**src/rtl/sar_search.sv**
```systemverilog
// Successive-approximation search driving an external comparator (g/e/l flags).
// Optional macro SAR_EARLY_EXIT_EN: finish as soon as a valid sample reports e=1.
module sar_search #(
  parameter int unsigned WIDTH = 4
) (
  input  logic             clk,
  input  logic             rst,
  input  logic             start,
  input  logic             g,
  input  logic             e,
  input  logic             l,
  output logic [WIDTH-1:0] probe,
  output logic             busy,
  output logic             done,
  output logic [WIDTH-1:0] result,
  output logic             found,
  output logic             err
);

  localparam int unsigned KW = $clog2(WIDTH);
  localparam logic [KW-1:0] K_MAX = KW'(WIDTH - 1);
  localparam logic [KW-1:0] K_ONE = KW'(1);

  typedef enum logic [1:0] {
    IDLE   = 2'd0,
    SEARCH = 2'd1,
    DONE   = 2'd2
  } state_t;

  state_t            state_q, state_d;
  logic [KW-1:0]     k_q, k_d;
  logic [WIDTH-1:0]  probe_q, probe_d;
  logic [WIDTH-1:0]  result_q, result_d;
  logic              found_q, found_d;
  logic              err_q, err_d;
  logic [WIDTH-1:0]  upd;
  logic              one_hot;

  always_comb begin
    state_d  = state_q;
    k_d      = k_q;
    probe_d  = probe_q;
    result_d = result_q;
    found_d  = found_q;
    err_d    = err_q;
    one_hot  = ({g, e, l} == 3'b100) || ({g, e, l} == 3'b010) || ({g, e, l} == 3'b001);
    upd      = probe_q;
    if (l) upd[k_q] = 1'b0;

    unique case (state_q)
      IDLE: begin
        probe_d = '0;
        if (start) begin
          state_d             = SEARCH;
          probe_d             = '0;
          probe_d[WIDTH-1]    = 1'b1;
          k_d                 = K_MAX;
          found_d             = 1'b0;
          err_d               = 1'b0;
        end
      end
      SEARCH: begin
        if (!one_hot) begin
          // Malformed flags: report the probe that was under test, not a partial update.
          err_d    = 1'b1;
          found_d  = 1'b0;
          result_d = probe_q;
          probe_d  = '0;
          state_d  = DONE;
        end
`ifdef SAR_EARLY_EXIT_EN
        else if (e) begin
          result_d = probe_q;
          found_d  = 1'b1;
          probe_d  = '0;
          state_d  = DONE;
        end
`endif
        else if (k_q == '0) begin
          result_d = upd;
          found_d  = 1'b1;
          probe_d  = '0;
          state_d  = DONE;
        end else begin
          probe_d             = upd;
          probe_d[k_q - K_ONE] = 1'b1;
          k_d                 = k_q - K_ONE;
        end
      end
      DONE: begin
        probe_d = '0;
        state_d = IDLE;
      end
      default: begin
        probe_d = '0;
        state_d = IDLE;
      end
    endcase
  end

  always_ff @(posedge clk) begin
    if (rst) begin
      state_q  <= IDLE;
      k_q      <= K_MAX;
      probe_q  <= '0;
      result_q <= '0;
      found_q  <= 1'b0;
      err_q    <= 1'b0;
    end else begin
      state_q  <= state_d;
      k_q      <= k_d;
      probe_q  <= probe_d;
      result_q <= result_d;
      found_q  <= found_d;
      err_q    <= err_d;
    end
  end

  assign probe  = probe_q;
  assign busy   = (state_q == SEARCH);
  assign done   = (state_q == DONE);
  assign result = result_q;
  assign found  = found_q;
  assign err    = err_q;

endmodule

```
**config.mk**
```make
export PLATFORM = sky130hd
export DESIGN_NAME = sar_search
export DESIGN_NICKNAME = d
export VERILOG_FILES = /design/src/rtl/sar_search.sv
export SDC_FILE = /design/constraint.sdc
export NUM_CORES = 1
export LEC_CHECK = 0
export CORE_MARGIN = 10
export CORE_UTILIZATION = 33
export DETAILED_ROUTE_END_ITERATION = 16
export DONT_BUFFER_PORTS = 1
export SETUP_SLACK_MARGIN = 0.1
export SYNTH_ARGS = -nofsm -noshare
export SYNTH_HDL_FRONTEND = slang
export SYNTH_SLANG_ARGS = --single-unit
```
**constraint.sdc**
```tcl
create_clock -name clk -period 1.9 [get_ports clk]
set_input_delay 0.38 -clock clk [delete_from_list [all_inputs] [get_ports clk]]
set_output_delay 0.38 -clock clk [all_outputs]
set_load 0.005 [all_outputs]
```
# Word-level counts from Yosys, hierarchy flattened
# Index checks and enable logic that the tools add are counted.
[word_totals] register_bits=14 latch_bits=0 mem_bits_rw=0 rom_bits=0 in_bits=6 out_inout_bits=12 wordCells=62 memories=0
[op_classes] n_addsub=1 multipliers=0 n_div=0 magnitude_cmp=4 eq_ne=11 shift=0 n_mux=25 n_bitwise=3 reduce_logical=12
[ops] operator="2-to-1 mux 4 bit" n=6
[ops] operator="2-to-1 mux 2 bit" n=6
[ops] operator="case mux 2 bit (2 select lines)" n=2
[ops] operator="case mux 4 bit (2 select lines)" n=1
[ops] operator="less-than comparator 2 x 3 -> 1 bit (second input constant)" n=2
[ops] operator="2-to-1 mux 1 bit" n=6
[ops] operator="inequality test 2 bit (second input constant)" n=3
[ops] operator="AND reduction 3 bit" n=2
[ops] operator="AND 4 bit" n=1
[ops] operator="demux 1 bit (select 2 bit)" n=2
[ops] operator="greater-or-equal comparator 2 x 1 -> 1 bit (second input constant)" n=2
[ops] operator="zero test 2 bit" n=2
[ops] operator="inequality test 2 x 1 -> 1 bit (second input constant)" n=2
[ops] operator="NOT 4 bit" n=1
[ops] operator="bitwise OR 4 bit" n=1
[ops] operator="case mux 1 bit (2 select lines)" n=2
[ops] operator="AND reduction 2 bit" n=2
[ops] operator="AND reduction 4 bit" n=1
[ops] operator="equality test 3 x 1 -> 1 bit (second input constant)" n=1
[ops] operator="equality test 3 x 2 -> 1 bit (second input constant)" n=1
[ops] operator="equality test 3 bit (second input constant)" n=1
[ops] operator="inequality test 3 x 2 -> 1 bit (second input constant)" n=1
[ops] operator="equality test 2 x 1 -> 1 bit (second input constant)" n=1
[ops] operator="equality test 2 bit (second input constant)" n=1
[ops] operator="other kinds (4)" n=6

# Logic depth before layout (Yosys ltp)
[logic_depth] depth_word=11 depth_mapped=7 mapped_depth_nobuf=6

# Least setup slack after synthesis
# No wires, ideal clock.
[synth_path] path_kind="register to register" startpoint="reg k_q[0]" endpoint="reg found_q (netlist: found)" setup_time_ps=74 t_arrival_ps=1805 required_ps=1826 path_slack_ps=21 stages_incl_launch_ff=7 n_path_buf=0 period_less_slack_ps=1879 path_cell_list="dfxtp_1 inv_1 ha_1 or4b_1 o311a_1 or4b_1 o21ai_0"
[synth_via] elab_chain_len=3
[synth_lines] element="start, declared" line_no="31" rtl="logic [KW-1:0] k_q, k_d;"
[synth_lines] element="start signal, assigned" line_no="111" rtl="k_q <= k_d;"
[synth_lines] element="zero test 2 bit" line_no="79" rtl="else if (k_q == '0) begin"
[synth_lines] element="inequality test 3 x 2 -> 1 bit (no line)"
[synth_lines] element="AND reduction 3 bit (no line)"
[synth_lines] element="end signal, assigned" line_no="114" rtl="found_q <= found_d;"
[synth_lines] element="end, declared" line_no="34" rtl="logic found_q, found_d;"
# No other way between the ends.
# A chain may end at the register's enable or synchronous reset.

# Worst setup path in the final report
# Ends and elaborated chain as after synthesis.

==> reports/results.ini <==
[yosys]
yosysMostFrequentCell=dfxtp_1
syn_inst=83
ys_top_cells_by_count=dfxtp_1, nand2_1, a21oi_1
ys_ff_latch=14
synth_top_area_cell=dfxtp_1
ys.warnings.count=0
netlist_area_um2=689
synth_edf_count=0
ys_types=26
dominantRegCellSynth=dfxtp_1
synthTopCellsByArea=dfxtp_1, ha_1, nand2_1
synth_fp_nets=93
synth-seq-area-share=0.407
avgSynthCellArea_um2=8.31
async_reset_ff_frac=0
synth_top_area_share=0.407

[drt]
vias=578
drtAntennaViolNets=0
drc=0
first_pass_iters=4
vias_per_cell=4.94
wl_per_cell_um=14.0
first_iter_violations=15
finalWirelength_um=1640

[floorplanning]
die_w_um=65.7
start_util=0.348
die_h_um=65.7
core_area_mm2=0.00198
rows=16
dieArea_mm2=0.00432
pin_count=18

[clock_network]
cts_buffers=3
clkTransAtPathRegs_ns=0.09
cts_tree=yes
hold_buffers=0
htreeDepth=1
cts.sinks=14
cts_buffer_depth=2
root_buffer=clkbuf_4
insertion_delay_ns=0.29

[worst_hold_path]
hold_path.class=in -> reg
hp-start=rst

[pwr]
vdd_drop_max_uv=514
netSwitchingPower_uw=139
p_leak_nw=0.307
clockPowerShare=0.368
power_frac_seq=0.528
p_sw_frac=0.237
intPower_uw=447
comb_power_share=0.105
powerDensity_mw_per_mm2=736

[grt]
grt_pass1_wl_um=2810
antenna_found_initial=0
grt_overflow=0
grt.total_usage=0.0852
grt_max_degree=14
grt_pass1_vias=591

[placed_design]
hpwl_um=1220
placed_area_um2=739
io_buffers=0
routabilityCongestion=0.756

[critical_path]
critical_path_required_ns=2.13
cp_max_fo=5
end_kind=flop
cp-startpoint=k_q[0]$_SDFFE_PP1P_
path_class=reg -> reg
cp_data_arrival_time_ns=2.01
reg2reg_from=k_q[0]$_SDFFE_PP1P_
cp-start-kind=flop

[final_layout]
final_cell_area_um2=797
nNetsFinal=101
num_antenna_cells=0
final_layout_size_suffix_gt1_frac=0.178
synthToLayoutAreaGrowth_pct=15.6

[timing]
setup_tns_ns=0
slew_viol_final=0
relSlewSlack=0.636
fin_skew_ns=0.00623
fin_crit_sh=0.940
min_period_ns=1.79
tightest_slew_ns=0.546
max_freq_mhz=560
rsz0062_at_grt=yes
setup_viol=0
finalHoldViolations=0

[flow_run]
cap_violations=0

[run_status]
status=completed

-- stage by stage --
step           cells  power (mW)  setup slack (ns)  hold slack, ns  utilization
2_1_floorplan     83       0.366             0.131           0.452            -
3_3_place_gp     111       0.376             0.109           0.452        0.373
3_5_place_dp     111       0.378            0.0739           0.454        0.373
4_1_cts          117       0.595             0.115           0.145        0.400
5_1_grt          117       0.618           0.00228           0.130        0.402
6_report         117       0.587             0.113           0.148        0.402
-- cell usage in the layout (no fill, tap or decap), types with 2 or more instances in the layout --
| cell | instances |
|---|---|
| nand2_1 | 13 |
| dfxtp_1 | 12 |
| a21oi_1 | 7 |
| nand3_1 | 6 |
| buf_4 | 6 |
| nor2_1 | 5 |
| nand2b_1 | 4 |
| nor2b_1 | 3 |
| ha_1 | 3 |
| clkbuf_4 | 3 |
| inv_1 | 2 |
| o21ai_0 | 2 |
| or4b_1 | 2 |
| and3_1 | 2 |
| o21bai_1 | 2 |
-- worst max-delay path, stage by stage, from the launching register on --
cell	delay (ns)
dfxtp_4	0.36
inv_2	0.05
ha_2	0.18
or4b_1	0.46
o311a_1	0.15
or4b_1	0.46
o21ai_1	0.08
-- registers in the layout, summed over array words and instances, names as in the netlist --
signal / count
err: 1
result: 4
probe: 4
k_q: 2
found: 1
state_q: 2
-- per-layer routing --
metal | up-vias | track usage | routed length [um]
met2 | 15 | 0.126 | 727
met4 | 0 | 0.0455 | 27
met1 | 260 | 0.0867 | 692
met5 | - | 0 | 0
li1 | 299 | - | -
met3 | 4 | 0.0627 | 194
-- cell type report --
type                    count  area [um2]
fillers                   204        1180
multi-input cells          63         385
flip-flops and latches     14         285
repair buffers              6        45.0
clock buffers               4        36.3
well taps                  27        33.8
inverters                   3        11.3
-- worst paths after layout --
path / to / slack (ns) / cells after the start
worst max-delay path: found$_SDFFE_PP0P_ / 0.11 / 6
worst min-delay path: result[1]$_SDFFE_PP0P_ / 0.15 / 1
worst max register to register: found$_SDFFE_PP0P_ / 0.11 / 6
worst min register to register: result[2]$_SDFFE_PP0P_ / 0.49 / 2
-- repair_timing --
item | in CTS | in global routing
setup endpoints to repair | 1 | 2
buffers inserted | 2 | 0
pin swaps | 0 | 0
gates resized for setup | 1 | 2
-- cell families (layout without fill, tap and decap cells) --
kind of cell / after synthesis / after routing / share of synthesized area
AO/OA/AOI/OAI: 17 / 17 / 0.151
XOR/XNOR: 2 / 2 / 0.0254
adder cells (fa/ha/maj): 4 / 4 / 0.0726
buffers and inverters: 6 / 13 / 0.0436
flip-flops: 14 / 14 / 0.407
AND/OR/NAND/NOR: 40 / 40 / 0.301
-- power groups by stage --
stage               logic, mW  clock network, mW  registers, mW
finish                 0.0613              0.216          0.310
global route           0.0714              0.236          0.311
CTS                    0.0618              0.224          0.310
detailed placement     0.0590                  0          0.318
global placement       0.0581                  0          0.318
floorplan              0.0501                  0          0.316
Note: power is estimated with default switching activity, not from simulation.
